===== src/rtl/rf_arb_pkg.sv =====
// Shared constants and the issue-register layout for the register-file port arbiter.
// Widths here fix the default AW/DW of rf_port_arb; DW must stay 16 (two byte lanes).
package rf_arb_pkg;

    localparam int RF_AW = 4;
    localparam int RF_DW = 16;

    localparam int REQ_WB = 0;
    localparam int REQ_LD = 1;

    localparam logic OP_RD = 1'b0;
    localparam logic OP_WR = 1'b1;

    localparam logic [1:0] BEN_NONE = 2'b00;
    localparam logic [1:0] BEN_LO   = 2'b01;
    localparam logic [1:0] BEN_HI   = 2'b10;
    localparam logic [1:0] BEN_WORD = 2'b11;

    typedef struct packed {
        logic             valid;
        logic             owner;
        logic             we;
        logic [RF_AW-1:0] sel;
        logic [RF_DW-1:0] wdata;
        logic [1:0]       ben;
    } iss_t;

    function automatic logic [1:0] owner_onehot(input logic owner);
        return owner ? 2'b10 : 2'b01;
    endfunction

endpackage


===== src/rtl/rf_port_arb_if.sv =====
// Requester-side and port-B handshake bundle of the register-file port arbiter.
// master = requesters / datapath, slave = arbiter.
interface rf_port_arb_if #(
    parameter int AW = 4,
    parameter int DW = 16
);
    logic [1:0]    req;
    logic [1:0]    we;
    logic [AW-1:0] sel0;
    logic [AW-1:0] sel1;
    logic [DW-1:0] wdata0;
    logic [DW-1:0] wdata1;
    logic [1:0]    ben0;
    logic [1:0]    ben1;
    logic [1:0]    gnt;
    logic [DW-1:0] rdata;
    logic [1:0]    rvalid;
    logic          b_req;
    logic [AW-1:0] b_sel;
    logic          b_stall;

    modport master (
        output req, we, sel0, sel1, wdata0, wdata1, ben0, ben1, b_req, b_sel,
        input  gnt, rdata, rvalid, b_stall
    );

    modport slave (
        input  req, we, sel0, sel1, wdata0, wdata1, ben0, ben1, b_req, b_sel,
        output gnt, rdata, rvalid, b_stall
    );

endinterface


===== src/rtl/rr_arb2.sv =====
// Two-way round-robin picker; combinational winner, pointer flop updates on contest only.
// A lone eligible requester wins without disturbing the pointer.
module rr_arb2
    import rf_arb_pkg::*;
(
    input  logic       clk,
    input  logic       reset,
    input  logic [1:0] eligible,
    output logic [1:0] winner,
    output logic       ptr_nxt
);

    // Index of the requester that wins the next two-way contest.
    logic ptr_q;
    logic ptr_d;

    always_comb begin
        winner = 2'b00;
        ptr_d  = ptr_q;
        if (eligible[REQ_WB] && eligible[REQ_LD]) begin
            winner = owner_onehot(ptr_q);
            ptr_d  = ~ptr_q;
        end else begin
            winner = eligible;
        end
    end

    assign ptr_nxt = ptr_d;

    always_ff @(posedge clk) begin
        if (reset) begin
            ptr_q <= 1'b0;
        end else begin
            ptr_q <= ptr_d;
        end
    end

endmodule


===== src/rtl/rf_port_arb.sv =====
// Shares register-file port A between ALU writeback and load/IO; guards port B against same-cycle writes.
// Grant one cycle after req, read data/rvalid one cycle after grant; requesters hold req until gnt.
module rf_port_arb
    import rf_arb_pkg::*;
#(
    parameter int AW = RF_AW,
    parameter int DW = RF_DW
)(
    input  logic          clk,
    input  logic          reset,
    rf_port_arb_if.slave  bus,
    output logic [AW-1:0] rf_selA,
    output logic [AW-1:0] rf_selB,
    output logic [DW-1:0] rf_dataIn,
    output logic [1:0]    rf_enable,
    input  logic [DW-1:0] rf_dataOutA
);

    iss_t          iss_q;
    iss_t          iss_d;
    logic [AW-1:0] sel_a_q;
    logic [AW-1:0] sel_a_d;
    logic [DW-1:0] rdata_q;
    logic [DW-1:0] rdata_d;
    logic [1:0]    rvalid_q;
    logic [1:0]    rvalid_d;

    logic [1:0]    gnt;
    logic [1:0]    eligible;
    logic [1:0]    winner;
    logic          ptr_unused;
    logic          rd_cyc;
    logic          wr_cyc;

    assign gnt      = iss_q.valid ? owner_onehot(iss_q.owner) : 2'b00;
    // A requester being granted this cycle still shows req; exclude it so it is not granted twice.
    assign eligible = bus.req & ~gnt;

    rr_arb2 u_rr_arb2 (
        .clk      (clk),
        .reset    (reset),
        .eligible (eligible),
        .winner   (winner),
        .ptr_nxt  (ptr_unused)
    );

    always_comb begin
        iss_d   = '0;
        sel_a_d = sel_a_q;
        if (winner[REQ_WB]) begin
            iss_d.valid = 1'b1;
            iss_d.owner = 1'(REQ_WB);
            iss_d.we    = bus.we[REQ_WB];
            iss_d.sel   = bus.sel0;
            iss_d.wdata = bus.wdata0;
            iss_d.ben   = bus.ben0;
        end else if (winner[REQ_LD]) begin
            iss_d.valid = 1'b1;
            iss_d.owner = 1'(REQ_LD);
            iss_d.we    = bus.we[REQ_LD];
            iss_d.sel   = bus.sel1;
            iss_d.wdata = bus.wdata1;
            iss_d.ben   = bus.ben1;
        end
        // Port A address is held across idle cycles.
        if (iss_d.valid) begin
            sel_a_d = iss_d.sel;
        end
    end

    assign rd_cyc = iss_q.valid && (iss_q.we == OP_RD);
    assign wr_cyc = iss_q.valid && (iss_q.we == OP_WR);

    always_comb begin
        rvalid_d = 2'b00;
        rdata_d  = rdata_q;
        if (rd_cyc) begin
            rvalid_d = gnt;
            rdata_d  = rf_dataOutA;
        end
    end

    always_ff @(posedge clk) begin
        if (reset) begin
            iss_q    <= '0;
            sel_a_q  <= '0;
            rdata_q  <= '0;
            rvalid_q <= 2'b00;
        end else begin
            iss_q    <= iss_d;
            sel_a_q  <= sel_a_d;
            rdata_q  <= rdata_d;
            rvalid_q <= rvalid_d;
        end
    end

    assign rf_selA   = sel_a_q;
    assign rf_selB   = bus.b_sel;
    assign rf_dataIn = iss_q.wdata;
    assign rf_enable = wr_cyc ? iss_q.ben : BEN_NONE;

    assign bus.gnt    = gnt;
    assign bus.rdata  = rdata_q;
    assign bus.rvalid = rvalid_q;
    // A zero-enable write never touches the file, so it cannot corrupt a port B read.
    assign bus.b_stall = bus.b_req && wr_cyc && (iss_q.ben != BEN_NONE) && (iss_q.sel == bus.b_sel);

endmodule


===== src/flat_wrapper.sv =====
// flat-port wrapper written by rule: the top's interface ports become plain ports
module rf_port_arb_flat import rf_arb_pkg::*;
#(
    parameter int AW = RF_AW,
    parameter int DW = RF_DW
)
  (clk, reset, rf_selA, rf_selB, rf_dataIn, rf_enable, rf_dataOutA, bus_req, bus_we, bus_sel0, bus_sel1, bus_wdata0, bus_wdata1, bus_ben0, bus_ben1, bus_b_req, bus_b_sel, bus_gnt, bus_rdata, bus_rvalid, bus_b_stall);
  rf_port_arb_if #(.AW(AW), .DW(DW)) bus_i ();
  input  logic clk;
  input  logic reset;
  output logic [AW-1:0] rf_selA;
  output logic [AW-1:0] rf_selB;
  output logic [DW-1:0] rf_dataIn;
  output logic [1:0] rf_enable;
  input  logic [DW-1:0] rf_dataOutA;
  input wire logic [$bits(bus_i.req)-1:0] bus_req;
  input wire logic [$bits(bus_i.we)-1:0] bus_we;
  input wire logic [$bits(bus_i.sel0)-1:0] bus_sel0;
  input wire logic [$bits(bus_i.sel1)-1:0] bus_sel1;
  input wire logic [$bits(bus_i.wdata0)-1:0] bus_wdata0;
  input wire logic [$bits(bus_i.wdata1)-1:0] bus_wdata1;
  input wire logic [$bits(bus_i.ben0)-1:0] bus_ben0;
  input wire logic [$bits(bus_i.ben1)-1:0] bus_ben1;
  input wire logic [$bits(bus_i.b_req)-1:0] bus_b_req;
  input wire logic [$bits(bus_i.b_sel)-1:0] bus_b_sel;
  output wire logic [$bits(bus_i.gnt)-1:0] bus_gnt;
  output wire logic [$bits(bus_i.rdata)-1:0] bus_rdata;
  output wire logic [$bits(bus_i.rvalid)-1:0] bus_rvalid;
  output wire logic [$bits(bus_i.b_stall)-1:0] bus_b_stall;
  assign bus_i.req = bus_req;
  assign bus_i.we = bus_we;
  assign bus_i.sel0 = bus_sel0;
  assign bus_i.sel1 = bus_sel1;
  assign bus_i.wdata0 = bus_wdata0;
  assign bus_i.wdata1 = bus_wdata1;
  assign bus_i.ben0 = bus_ben0;
  assign bus_i.ben1 = bus_ben1;
  assign bus_i.b_req = bus_b_req;
  assign bus_i.b_sel = bus_b_sel;
  assign bus_gnt = bus_i.gnt;
  assign bus_rdata = bus_i.rdata;
  assign bus_rvalid = bus_i.rvalid;
  assign bus_b_stall = bus_i.b_stall;
  rf_port_arb #(.AW(AW), .DW(DW)) u_core (.clk(clk), .reset(reset), .bus(bus_i), .rf_selA(rf_selA), .rf_selB(rf_selB), .rf_dataIn(rf_dataIn), .rf_enable(rf_enable), .rf_dataOutA(rf_dataOutA));
endmodule

===== config.mk =====
export PLATFORM = sky130hd
export DESIGN_NAME = rf_port_arb_flat
export DESIGN_NICKNAME = d
export VERILOG_FILES = /design/src/rtl/rf_arb_pkg.sv /design/src/rtl/rf_port_arb_if.sv /design/src/rtl/rr_arb2.sv /design/src/rtl/rf_port_arb.sv /design/src/flat_wrapper.sv
export SDC_FILE = /design/constraint.sdc
export NUM_CORES = 1
export LEC_CHECK = 0
export CAP_MARGIN = 20
export CORE_MARGIN = 2
export CORE_UTILIZATION = 35
export CTS_BUF_LIST = sky130_fd_sc_hd__clkbuf_4 sky130_fd_sc_hd__clkbuf_8 sky130_fd_sc_hd__clkbuf_16
export DETAILED_ROUTE_END_ITERATION = 12
export PLACE_DENSITY_LB_ADDON = 0.12
export SYNTH_ARGS = -nofsm -noshare
export SYNTH_HDL_FRONTEND = slang
export SYNTH_HIERARCHICAL = 1
export SYNTH_SLANG_ARGS = --single-unit
export TNS_END_PERCENT = 30

===== constraint.sdc =====
create_clock -name clk -period 2.5 [get_ports clk]
set_input_delay 0.5 -clock clk [delete_from_list [all_inputs] [get_ports clk]]
set_output_delay 0.5 -clock clk [all_outputs]
set_load 0.03 [all_outputs]

==> impl_results.md, run 1 <==
* Status: finished, final reports clean
* RSZ-0062 raised after global routing: false
* Max-slew headroom at between 30% and 40%
* Pin count of the biggest net entering global routing at 27
* Post-synthesis average cell area at between 9 and 10 um2
* Final worst slack at between 200 and 250 ps
* Fin. max-slew vios at 0
* DR DRC count at 0
* Crit-path max FO at 24
* Max VDD drop at between 0.2 and 0.25 mV
* Starting Density at 36.6%
* Worst setup EP type: flip-flop
* CTS Hold Buffers Added at 0
* Synth Warn # at 6
* Syn Inst Count at about 190
* DR vias/cell at 4.58
* CORE AREA at 5170 um2
* Util after Layout at between 50% and 60%
* Vias in the first global route at between 1500 and 2000
* Syn Nets at about 260
* Reg area at between 900 and 1000 um2
* Top-Level Pins at 118
* Leak Pwr at ~1.2 nW
* Clk_lat worst skew at ~290 ps
* Fin Clk Skew at approximately 7.5 ps
* Hold Path Class: reg2reg
* Wirelength per Cell at 13.0 um
* Die X at 77.5 um
* Num CTS Buffers at 5
* Die area at roughly 6000 um2
* Grt ovf at 0
* Fillers at roughly 470
* Max Buffers Root-to-Sink at 2
* ANT cells at 0
* Synth Cell Area at around 1900 um2
* # setup viols final at 0
* Detailed Route Iter0 Violations at 45
* Detailed Place HPWL at between 3000 and 4000 um
* Post-place setup slack at -102 ps
* Clock transition at path regs at roughly 90 ps
* Final Cycle Share at around nine tenths
* Final Total Pwr at ~1.7 mW
* Rows at 26
* Worst Path Class, Setup: in2reg
* Final nets at 359
* WP data required at approximately 2700 ps
* Hold_ws at ~460 ps
* Final ANT Viol Nets at 0
* # resized after CTS at 0
* Actual slew at the worst max-slew pin at about 970 ps
* Final min period at approximately 2300 ps
* Setup Buffers After CTS at 0
* Clock net sink count at 48
* Maximum clock frequency at approximately 0.44 GHz
* CP startpoint kind: primary input
* PD cells at between 500 and 600 nW/um2
* CTS tree: built
* CTS Root Cell: clkbuf_8
* Max H-tree Level at 2
* Vias at 1639
* Input/output buffers at 117
* Final hold vios at 0
* Drt total wl at about 4700 um
* Most frequent cells in the layout: clkdlybuf4s50_1, dfxtp_1, nand2_1
* Layout area overhead at 60.6%
* GP Congestion at 0.713
* Layout cells sized above 1 at roughly 7.3%
* Total track usage at between 10% and 20%
* Most common cell after layout, fill and taps aside: clkdlybuf4s50_1
* CP arrival at between 2000 and 2500 ps
* Die Y at just under 80 um
* Initial antenna violation count at 0
* Max Cap Viol at 0
* First-pass GRT wire length at ~7500 um
* 1st-pass router iterations at 4
* Area of the multi-input gates at about 700 um2
layer usage:
| metal | global-route usage [%] | wire, um | vias to the layer above |
|---|---|---|---|
| li1 | - | - | 821 |
| met1 | 19.1 | 2000 | 751 |
| met2 | 26.9 | 2320 | 60 |
| met3 | 4.77 | 290 | 7 |
| met4 | 4.82 | 52 | 0 |
| met5 | 0 | 0 | - |
state kept, by name, summed over array words and instances (netlist names):
signal,count
u_core/bus.rdata,16
u_core/rf_dataIn,16
u_core/iss_q,9
u_core/rf_selA,4
u_core/bus.rvalid,2
u_core/u_rr_arb2/ptr_q,1
path summary, 6_finish.rpt:
| check | startpoint | endpoint | slack (ps) | cells past startpoint |
|---|---|---|---|---|
| max | bus_req[1] | u_core/iss_q[20]$_SDFF_PP0_ | 250 | 5 |
| min | u_core/bus.rdata[8]$_SDFFE_PP0P_ | u_core/bus.rdata[8]$_SDFFE_PP0P_ | 460 | 2 |
| max reg2reg | u_core/iss_q[24]$_SDFF_PP0_ | u_core/iss_q[20]$_SDFF_PP0_ | 370 | 5 |
| min reg2reg | u_core/bus.rdata[8]$_SDFFE_PP0P_ | u_core/bus.rdata[8]$_SDFFE_PP0P_ | 460 | 2 |
critical path, cell delays in order:
cell             delay (ps)
clkdlybuf4s50_1         440
nor2b_1                 200
a21boi_1                240
nor3b_4                 840
a22o_1                  250
layout make-up:
class,instances,area share (%)
timing repair buffer,122,39.7
sequential,48,31.6
multi-input combinational,110,23.0
tap,70,2.88
clock buffer,6,2.51
clock inverter,1,0.165
inverter,1,0.124
report_power, final:
group,switching [mW],internal [mW],total (mW)
registers,0.0243,0.821,0.845
logic,0.213,0.246,0.459
clock network,0.236,0.201,0.438
total,0.474,1.27,1.74
through the flow:
step / instances / area [um2] / TNS [ps]
2_1_floorplan: 191 / 1890 / 0
3_3_place_gp: 351 / 2960 / -135
3_5_place_dp: 351 / 2960 / -1620
4_1_cts: 358 / 3040 / 0
5_1_grt: 358 / 3040 / 0
6_report: 358 / 3040 / 0
Power figures use the tool's default switching activity.
==> inputs of run 2 (changes only) <==
CTS_CLUSTER_SIZE = 8   (was not set)
==> results of run 2 <==
No change in the layout: final DEF, timing and power equal those of run 1.
==> variant (config.mk and constraints of run 2) <==
Change the package constant `RF_AW` from 4 to 5.
--- a/src/rtl/rf_arb_pkg.sv
+++ b/src/rtl/rf_arb_pkg.sv
@@ -2,7 +2,7 @@
 // Widths here fix the default AW/DW of rf_port_arb; DW must stay 16 (two byte lanes).
 package rf_arb_pkg;
 
-    localparam int RF_AW = 4;
+    localparam int RF_AW = 5;
     localparam int RF_DW = 16;
 
     localparam int REQ_WB = 0;
Ports: changed (5 resized); port bits go from 118 to 123. The function was not compared with the original's and may differ.
==> variant against run 2 <==
Sequential cell count up 2; count of clock-buffer cells in the layout unchanged; final area grew 8.4%; area after synthesis increased by 6.7%; worst setup slack worse by 0.052 ns; worst hold slack barely moved; power grew 18%; sequential power up 4.4%; sequential share of layout area fell by 1.2 points; via count grew 4.6%; wire length increased by 8.4%; synthesized cell count grew 5.2%; critical path type is now in2out; largest cell class unchanged; largest power group unchanged.
==> variant: results (changes against run 2) <==
| Metric | Value |
|---|---|
| Wirelength per Cell | `13.3 um (+2.4%)` |
| Status | `finished clean` |
| Grt met1 use | `19.4% (+0.35 points)` |
| Worst Tran Pin Value | `0.652 ns (-0.318 ns)` |
| Placed instance area | `3150 sq um (+6.6%)` |
| Met2 WL | `2460 um (+6.0%)` |
| Largest net degree at the start of global routing | `25 (-7.4%)` |
| Global Route Usage Sum | `15.9% (+0.18 points)` |
| Syn Nets | `275 (+5.0%)` |
| Fin Clk Skew | `0.00554 ns (-0.00199 ns)` |
| Vias in the first global route | `1,701 (+13%)` |
| GR Util met2 | `27.8% (+0.88 points)` |
| Crit-path max cell delay | `0.50 ns (-0.34 ns)` |
| Clock transition at path regs | `0.08 ns` |
| CTS buffer count | `5 (unchanged)` |
| CP arrival | `1.80 ns (-0.68 ns)` |
| Met3 Use GR | `4.19% (-0.58 points)` |
| Vias per inst | `4.52 (-1.2%)` |
| Final #Nets | `380 (+5.8%)` |
| RePlAce Congestion | `0.682 (-4.3%)` |
| Worst path slowest cell | `clkdlybuf4s50_1` |
| Post-cts resize count | `0 (unchanged)` |
| Switch share | `24.8% (-2.4 points)` |
| Post-Place Setup Slack | `0.217 ns (+0.319 ns)` |
| Metal3 WL | `323 um (+11%)` |
| Metal1 wirelength | `2220 um (+11%)` |
| First-pass GRT wire length | `7820 um (+3.9%)` |
| Max VDD drop | `0.374 mV (+52%)` |
| Pleak | `1.28 nW (+10%)` |
| Layout cells sized above 1 | `9.45% (+2.2 points)` |
| DRT iter0 DRCs | `50 (+11%)` |
| Post-DP HPWL | `3930 um (+12%)` |
| Port buffer count | `122 (+4.3%)` |
==> variant: cell count changes in the layout (fill, tap and decap cells not counted), sizes merged, moves of 2 or more <==
cell,delta
buf,+6
clkdlybuf4s50,+5
bufinv,+2
dfxtp,+2
xor2,+2
==> variant: metrics by stage <==
step                hold WS (ns)  util, %  power, mW  instances
CTS                        0.460     59.5       2.10        379
detailed placement         0.447     56.9       1.40        371
floorplan                  0.429        -       1.19        201
global route               0.481     59.5       2.16        379
finish                     0.457     59.5       2.06        379
global placement           0.442     56.9       1.40        371
==> variant: path summary, 6_finish.rpt <==
| path | depth (start not counted) | from | slack [ns] | to |
|---|---|---|---|---|
| setup / recovery | 5 | bus_b_sel[4] | 0.20 | bus_b_stall |
| hold / removal | 2 | u_core/bus.rdata[3] | 0.46 | u_core/bus.rdata[3] |
| setup reg to reg | 7 | u_core/iss_q[25] | 0.58 | u_core/rf_dataIn[14] |
| hold reg to reg | 2 | u_core/bus.rdata[3] | 0.46 | u_core/bus.rdata[3] |
==> variant: final cells by class <==
class / count / area (sq um)
Inverter: 1 / 3.75
Fill cell: 512 / 2250
Clock inverter: 2 / 60.1
Timing Repair Buffer: 133 / 1310
Tap cell: 72 / 90.1
Clock buffer: 6 / 82.6
Multi-Input combinational cell: 115 / 743
Sequential cell: 50 / 1000
==> variant: worst max-delay path: cells and delay by family <==
family | cells | cell delay, ns
AND/OR/NAND/NOR | 2 | 0.43
buffers and inverters | 2 | 0.73
XOR/XNOR | 1 | 0.14
==> variant: power groups by stage <==
stage / clock, mW / combinational [mW] / sequential (mW)
floorplan: 0 / 0.238 / 0.948
global placement: 0 / 0.497 / 0.900
detailed placement: 0 / 0.499 / 0.901
CTS: 0.712 / 0.501 / 0.883
global route: 0.740 / 0.530 / 0.889
finish: 0.684 / 0.496 / 0.882
